$ cat src/rtl/sim_run_monitor.sv
// Run controller: watches committed PC, stops on end/limit/invalid/stuck,
// then walks reg_sel over the register file streaming values into a checksum.
module sim_run_monitor #(
  parameter int unsigned      XLEN        = 32,
  parameter logic [XLEN-1:0]  END_PC      = XLEN'(32'h100),
  parameter int unsigned      MAX_CYCLES  = 1000,
  parameter int unsigned      STALL_LIMIT = 16,
  parameter int unsigned      NREG        = 32,
  parameter int unsigned      SEL_W       = 5,
  parameter int unsigned      CNT_W       = 32
) (
  input  logic             clk,
  input  logic             rstn,
  input  logic             start,
  input  logic [XLEN-1:0]  pc,
  input  logic             pc_valid,
  output logic [SEL_W-1:0] reg_sel,
  input  logic [XLEN-1:0]  reg_data,
  output logic             dump_valid,
  output logic [SEL_W-1:0] dump_idx,
  output logic [XLEN-1:0]  dump_data,
  output logic [XLEN-1:0]  checksum,
  output logic [CNT_W-1:0] cycle_cnt,
  output logic [2:0]       halt_cause,
  output logic             done
);

  localparam int unsigned STALL_W = $clog2(STALL_LIMIT);

  localparam logic [2:0] CAUSE_NONE    = 3'd0;
  localparam logic [2:0] CAUSE_END     = 3'd1;
  localparam logic [2:0] CAUSE_LIMIT   = 3'd2;
  localparam logic [2:0] CAUSE_INVALID = 3'd3;
  localparam logic [2:0] CAUSE_STUCK   = 3'd4;

  typedef enum logic [1:0] {S_IDLE, S_RUN, S_DUMP, S_DONE} state_e;

  state_e             state_q, state_d;
  logic [CNT_W-1:0]   cycle_cnt_q, cycle_cnt_d;
  logic [XLEN-1:0]    checksum_q, checksum_d;
  logic [2:0]         halt_cause_q, halt_cause_d;
  logic [SEL_W-1:0]   reg_sel_q, reg_sel_d;
  logic [STALL_W-1:0] stall_q, stall_d;
  logic [XLEN-1:0]    last_pc_q, last_pc_d;

  logic       pc_same_c;
  logic       last_idx_c;
  logic [2:0] cause_c;
  logic       halt_c;

  assign pc_same_c  = (pc == last_pc_q);
  assign last_idx_c = (reg_sel_q == SEL_W'(NREG - 1));
  assign halt_c     = (cause_c != CAUSE_NONE);

  // Halt checks in priority order, using the pre-increment cycle count
  always_comb begin
    cause_c = CAUSE_NONE;
    if (!pc_valid)
      cause_c = CAUSE_INVALID;
    else if (pc == END_PC)
      cause_c = CAUSE_END;
    else if (pc_same_c && (stall_q == STALL_W'(STALL_LIMIT - 2)))
      cause_c = CAUSE_STUCK;
    else if (cycle_cnt_q == CNT_W'(MAX_CYCLES - 1))
      cause_c = CAUSE_LIMIT;
  end

  always_ff @(posedge clk or negedge rstn) begin
    if (!rstn) state_q <= S_IDLE;
    else       state_q <= state_d;
  end

  always_comb begin
    state_d = state_q;
    unique case (state_q)
      S_IDLE, S_DONE: if (start)      state_d = S_RUN;
      S_RUN:          if (halt_c)     state_d = S_DUMP;
      S_DUMP:         if (last_idx_c) state_d = S_DONE;
      default:                        state_d = S_IDLE;
    endcase
  end

  // Output decode and datapath next-state
  always_comb begin
    cycle_cnt_d  = cycle_cnt_q;
    checksum_d   = checksum_q;
    halt_cause_d = halt_cause_q;
    reg_sel_d    = reg_sel_q;
    stall_d      = stall_q;
    last_pc_d    = last_pc_q;
    dump_valid   = (state_q == S_DUMP);
    done         = (state_q == S_DONE);
    dump_idx     = dump_valid ? reg_sel_q : '0;
    dump_data    = dump_valid ? reg_data  : '0;
    unique case (state_q)
      S_IDLE, S_DONE: begin
        if (start) begin
          cycle_cnt_d  = '0;
          checksum_d   = '0;
          halt_cause_d = CAUSE_NONE;
          reg_sel_d    = '0;
          stall_d      = '0;
          last_pc_d    = pc;
        end
      end
      S_RUN: begin
        if (cycle_cnt_q != '1) cycle_cnt_d = cycle_cnt_q + CNT_W'(1);
        last_pc_d = pc;
        stall_d   = pc_same_c ? stall_q + STALL_W'(1) : '0;
        if (halt_c) begin
          halt_cause_d = cause_c;
          reg_sel_d    = '0;
        end
      end
      S_DUMP: begin
        checksum_d = {checksum_q[XLEN-2:0], checksum_q[XLEN-1]} ^ reg_data;
        reg_sel_d  = last_idx_c ? '0 : reg_sel_q + SEL_W'(1);
      end
      default: ;
    endcase
  end

  always_ff @(posedge clk or negedge rstn) begin
    if (!rstn) begin
      cycle_cnt_q  <= '0;
      checksum_q   <= '0;
      halt_cause_q <= CAUSE_NONE;
      reg_sel_q    <= '0;
      stall_q      <= '0;
      last_pc_q    <= '0;
    end else begin
      cycle_cnt_q  <= cycle_cnt_d;
      checksum_q   <= checksum_d;
      halt_cause_q <= halt_cause_d;
      reg_sel_q    <= reg_sel_d;
      stall_q      <= stall_d;
      last_pc_q    <= last_pc_d;
    end
  end

  assign reg_sel    = reg_sel_q;
  assign checksum   = checksum_q;
  assign cycle_cnt  = cycle_cnt_q;
  assign halt_cause = halt_cause_q;

endmodule

$ cat config.mk
export PLATFORM = sky130hd
export DESIGN_NAME = sim_run_monitor
export DESIGN_NICKNAME = d
export VERILOG_FILES = /design/src/rtl/sim_run_monitor.sv
export SDC_FILE = /design/constraint.sdc
export NUM_CORES = 1
export LEC_CHECK = 0
export ABC_AREA = 1
export BUFFER_PORTS_ARGS = -buffer_cell sky130_fd_sc_hd__buf_2
export CORE_ASPECT_RATIO = 0.8
export CORE_MARGIN = 4
export CORE_UTILIZATION = 40
export CTS_CLUSTER_DIAMETER = 50
export DETAILED_ROUTE_END_ITERATION = 8
export PLACE_DENSITY = 0.67
export SYNTH_ARGS = -nofsm -noshare
export SYNTH_HDL_FRONTEND = slang
export SYNTH_SLANG_ARGS = --single-unit
$ cat constraint.sdc
create_clock -name clk -period 3.4 [get_ports clk]
set_clock_uncertainty 0.2 [all_clocks]
set_input_delay 0.34 -clock clk [delete_from_list [all_inputs] [get_ports clk]]
set_output_delay 0.34 -clock clk [all_outputs]
set_load 0.03 [all_outputs]
Word level (Yosys, flattened, before mapping)
Cells that the tools add are included.
{"block": "word_totals", "register_bits": 110, "latchBits": 0, "mem_bits_rw": 0, "mem_bits_ro": 0, "in_bits": 68, "output_inout_bits": 111, "word_cells": 62, "n_memories": 0}
{"block": "classes", "add_sub_neg": 3, "mul": 0, "div_mod_pow": 0, "n_lt_le_gt_ge": 0, "n_eq_ne": 13, "shift": 0, "n_mux": 26, "n_bitwise": 1, "reduce_logical": 12}
{"op": "$pmux 32 s2", "count": 3}
{"op": "$mux 32", "count": 4}
{"op": "$add 32x1->32 const B", "count": 1}
{"op": "$eq 32x10->1 const B", "count": 1}
{"op": "$eq 32x32->1", "count": 1}
{"op": "$eq 32x9->1 const B", "count": 1}
{"op": "$ne 32x32->1 const B", "count": 1}
{"op": "$xor 32x32->32", "count": 1}
{"op": "$mux 5", "count": 4}
{"op": "$mux 3", "count": 5}
{"op": "$pmux 5 s3", "count": 1}
{"op": "$reduce_and 3->1", "count": 3}
{"op": "$mux 2", "count": 4}
{"op": "$mux 4", "count": 2}
{"op": "$pmux 4 s2", "count": 1}
{"op": "$ne 2x2->1 const B", "count": 3}
{"op": "$pmux 2 s3", "count": 1}
{"op": "$pmux 3 s2", "count": 1}
{"op": "$reduce_and 2->1", "count": 3}
{"op": "$add 5x1->5 const B", "count": 1}
{"op": "$eq 5x5->1 const B", "count": 1}
{"op": "$add 4x1->4 const B", "count": 1}
{"op": "$eq 2x2->1 const B", "count": 2}
{"op": "$eq 4x4->1 const B", "count": 1}
{"op": "7 further kinds", "count": 8}

Depth between registers and ports, before layout
{"block": "depth", "ltp_word": 8, "mapped_depth": 12}

Least setup slack after synthesis
Ideal clock, no wire load.
{"block": "synth_path", "kind": "register to output", "start": "register state_q[0]", "end": "output port dump_data[10]", "arrival_ns": 1.714, "required_time_ns": 2.860, "path_slack_ns": 1.146, "stages_incl_launch_ff": 7, "path_buffers": 2, "cell_sequence": "dfrtp_1 -> inv_1 -> ha_1 -> clkbuf_1 -> clkbuf_1 -> nand2_1 -> inv_1"}
{"block": "synth_via", "elab_chain_cells": 2}
{"element": "start: declaration", "line_no": "38", "rtl": "state_e state_q, state_d;"}
{"element": "start signal: assignment", "line_no": "70", "rtl": "else state_q <= state_d;"}
{"element": "$eq 2x2->1", "line_no": "91", "rtl": "dump_valid = (state_q == S_DUMP);"}
{"element": "named net dump_valid", "line_no": "19", "rtl": "output logic dump_valid,"}
{"element": "$mux 32", "line_no": "94", "rtl": "dump_data = dump_valid ? reg_data : '0;"}
{"element": "end: declaration", "line_no": "21", "rtl": "output logic [XLEN-1:0] dump_data,"}
The timed path passes the listed nets, and every way through them passes these cells.

Worst setup path in the final report
{"block": "layout_path", "start": "register state_q[1]", "end": "register cycle_cnt_q[6], in the netlist cycle_cnt[6]"}
{"block": "layout_via", "elab_chain_cells": 4}
{"element": "$eq 2x2->1 or $logic_not 2->1 (tied branches)", "line_no": "95", "rtl": "unique case (state_q)"}
{"element": "$reduce_or 2->1", "line_no": "95"}
{"element": "$ne 2x2->1 (no line) or $reduce_bool 2->1 (tied branches)"}
{"element": "$reduce_and 3->1 (no line)"}
{"element": "end signal: assignment", "line_no": "132", "rtl": "cycle_cnt_q <= cycle_cnt_d;"}
{"element": "end: declaration", "line_no": "39", "rtl": "logic [CNT_W-1:0] cycle_cnt_q, cycle_cnt_d;"}
Parallel ways exist; a longest one is shown, timed or not.
A chain may end at the register's enable or synchronous reset.

==> summary.md <==
| Metric | Value |
|---|---|
| Slew margin rel. | 44.70% |
| Syn Nets | 956 |
| Vias per cell | 4.800 |
| Count leader, synth | nand2_1 |
| H-tree levels | 3 |
| Gpl congestion | 0.9016 |
| Drt drc | 0 |
| Num Clock Sinks | 110 |
| Detailed router's first-iteration violation count | 320 |
| Synthesis warning total | 0 |
| Mapped Area | 6551 um2 |
| Ports | 179 |
| CP max FO | 20 |
| Worst Setup End Kind | register |
| Final Hold Viols | 0 |
| Cell count after placement | 1251 |
| Synth Instances | 879 |
| Hold crit path type | in -> reg |
| Initial antenna violation count | 0 |
| Top cells by area, synth | dfrtp_1 (42%), nand2_1 (16%), xnor2_1 (7.6%) |
| Post-route setup TNS | 0 ns |
| FFs w/ async S/R, synth | 100.0% |
| Layout cells sized above 1 | 21.56% |
| Post-synth EDFFs | 0 |
| Root buf cell | clkbuf_16 |
| Die Wd | 151.1 um |
| Critical-path top delay cell | dfrtp_1 |
| Crit path DAT | 2.64 ns |
| Final WL | 17.83 mm |
| Highest clock rate | 0.3836 GHz |
| Syn_area_per_cell | 7.453 um2 |
| RSZ-0062 raised after global routing | no |
| Die height | 122.5 um |
| Area Overhead vs Synth | 21.73% |
| CTS tree | yes |
| Die ar. | 18500 um2 |
| DR vias | 6087 |
| Non-filler cells, final | 1268 |
| Synth cell count leaders | nand2_1 (271), dfrtp_1 (110), inv_1 (108) |
| Clock period minus final worst setup slack | 2.607 ns |
| Worst setup SP type | register |
| First-pass iteration count of the detailed router | 5 |
| Total gr overflow | 0 |
| First-pass GRT wire length | 28.82 mm |
| Max-slew violations | 0 |
| Worst-Margin Slew | 0.8286 ns |
| Area share of the largest cell type after synthesis | 42.02% |
| Worst setup path class | reg -> reg |
| Largest net degree at the start of global routing | 65 |
| Yosys cell types | 34 |
| Slowest stage delay, CP | 0.41 ns |
| Period utilisation layout | 76.68% |
| Clock Pin Slew Worst Setup and Hold Paths | 0.08 ns |
| Setup Buffers After CTS | 0 |
| Vias in the first global route | 5583 |
| Power per cell area | 737.0 nW/um2 |
| Max_cap viols | 0 |
| FILL cells | 1627 |
| Primary FF master, synth | dfrtp_1 |
| Maximum vdd drop | 0.4002 mV |
| Flip-flop and latch count after synthesis | 110 |
| Diode count | 0 |
| Core Rows | 41 |
| Worst path required time | 3.43 ns |
| Final ANT Viol Nets | 0 |
| # port buffers | 178 |
| Top cell type by total area after synthesis | dfrtp_1 |
| GRT Overall Usage | 19.43% |
| Avg WL per Cell | 14.06 um |
| Register area share after synthesis | 42.02% |
| Worst-Skew Late Latency | 0.36 ns |
| LEAKAGE | 0.004169 uW |
| Final #Nets | 1125 |
| Initial Util | 41.20% |
| CP top delay family | buffers and inverters |
| TritonCTS Buffers | 9 |
| Setup violators final | 0 |
| Status | finished clean |
| Placeable Area | 15900 um2 |
| CTS Buffer Depth | 2 |
| Worst Path Buf+Inv | 5 |
| Detail Placement HPWL | 13.71 mm |
| Crit-path cells | inv_1 -> ha_1 -> buf_4 -> inv_2 -> nor2_2 -> inv_1 -> nand2_1 -> nand2_2 -> inv_2 -> nand2_2 -> o21ai_1 -> a21oi_1 |
[final timing paths]
check | from | end | slack [ns] | depth (start not counted)
hold reg to reg | halt_cause[1] | halt_cause[1] | 0.28 | 2
min in group asynchronous | rstn | cycle_cnt[19] | 0.44 | 3
hold / removal | pc[8] | last_pc_q[8] | 0.02 | 3
setup reg to reg | state_q[1] | cycle_cnt[6] | 0.79 | 12
max in group asynchronous | rstn | stall_q[3] | 2.01 | 3
setup / recovery | state_q[1] | cycle_cnt[6] | 0.79 | 12
[cells by family (layout without fill, tap and decap cells)]
group	Yosys count	after routing	share of synthesized area, %
AND/OR/NAND/NOR	450	450	29.76
XOR/XNOR	71	71	9.492
buffers and inverters	143	317	8.900
flip-flops	110	110	42.02
AO/OA/AOI/OAI	96	96	8.117
adder cells (fa/ha/maj)	9	9	1.719
[layout by cell type, fill, tap and decap left out, types with 13 or more instances in the layout]
master,Yosys,routed
buf_2,4,177
dfrtp_1,110,110
inv_1,108,108
nand2_1,271,271
nand3_1,55,55
nand4_1,20,20
nor2_1,61,61
nor3_1,23,23
o21ai_0,61,61
o21ai_1,13,13
o31ai_1,16,16
xnor2_1,57,57
xor2_1,14,14
[flip-flops by register name, indices dropped and copies added (netlist names)]
name        cells
checksum       32
cycle_cnt      32
halt_cause      3
last_pc_q      32
reg_sel         5
stall_q         4
state_q         2
[report_power, final]
| group | total [uW] | switching [uW] | internal, uW |
|---|---|---|---|
| Sequential | 1940 | 269 | 1670 |
| Clock | 1240 | 510 | 728 |
| Combinational | 2700 | 1890 | 806 |
[metrics by stage]
stage | total power, uW | util, % | setup WS (ns) | hold slack, ns | area (um2)
6_report | 5878 | 50.15 | 0.7928 | 0.02073 | 7975
3_5_place_dp | 4700 | 47.91 | 0.7898 | 0.2609 | 7619
3_3_place_gp | 4640 | 47.91 | 0.8746 | 0.2558 | 7619
2_1_floorplan | 4064 | - | 1.146 | -0.1556 | 6551
4_1_cts | 5955 | 50.15 | 0.7833 | 0.003171 | 7975
5_1_grt | 6366 | 50.15 | 0.5333 | 0.009119 | 7975
[layer usage]
metal	global-route usage [%]	vias up	wire length (um)
li1	-	3105	-
met1	28.26	2789	8582
met2	29.77	173	7958
met3	4.061	20	1084
met4	4.530	0	208
met5	0	-	0
[layout make-up]
cell class                      count  area (um2)  area share, %
Clock buffer                       10       229.0          2.871
Timing Repair Buffer              187       963.4          12.08
Tap cell                          215       269.0          3.373
Inverter                          114       427.9          5.366
Multi-Input combinational cell    626        3216          40.32
Sequential cell                   110        2753          34.52
Clock inverter                      6       117.6          1.475
[tightest hold or removal path, delay by kind of cell]
family / cells / cell delay (ns)
buffers and inverters: 1 / 0.11
and+or+nand+nor: 2 / 0.10
[what timing repair did]
action	in CTS	in global routing
setup endpoints to repair	0	0
hold buffers	1	0
hold endpoints to repair	110	0
resized for setup	0	0
Note: power is estimated with default switching activity, not from simulation.
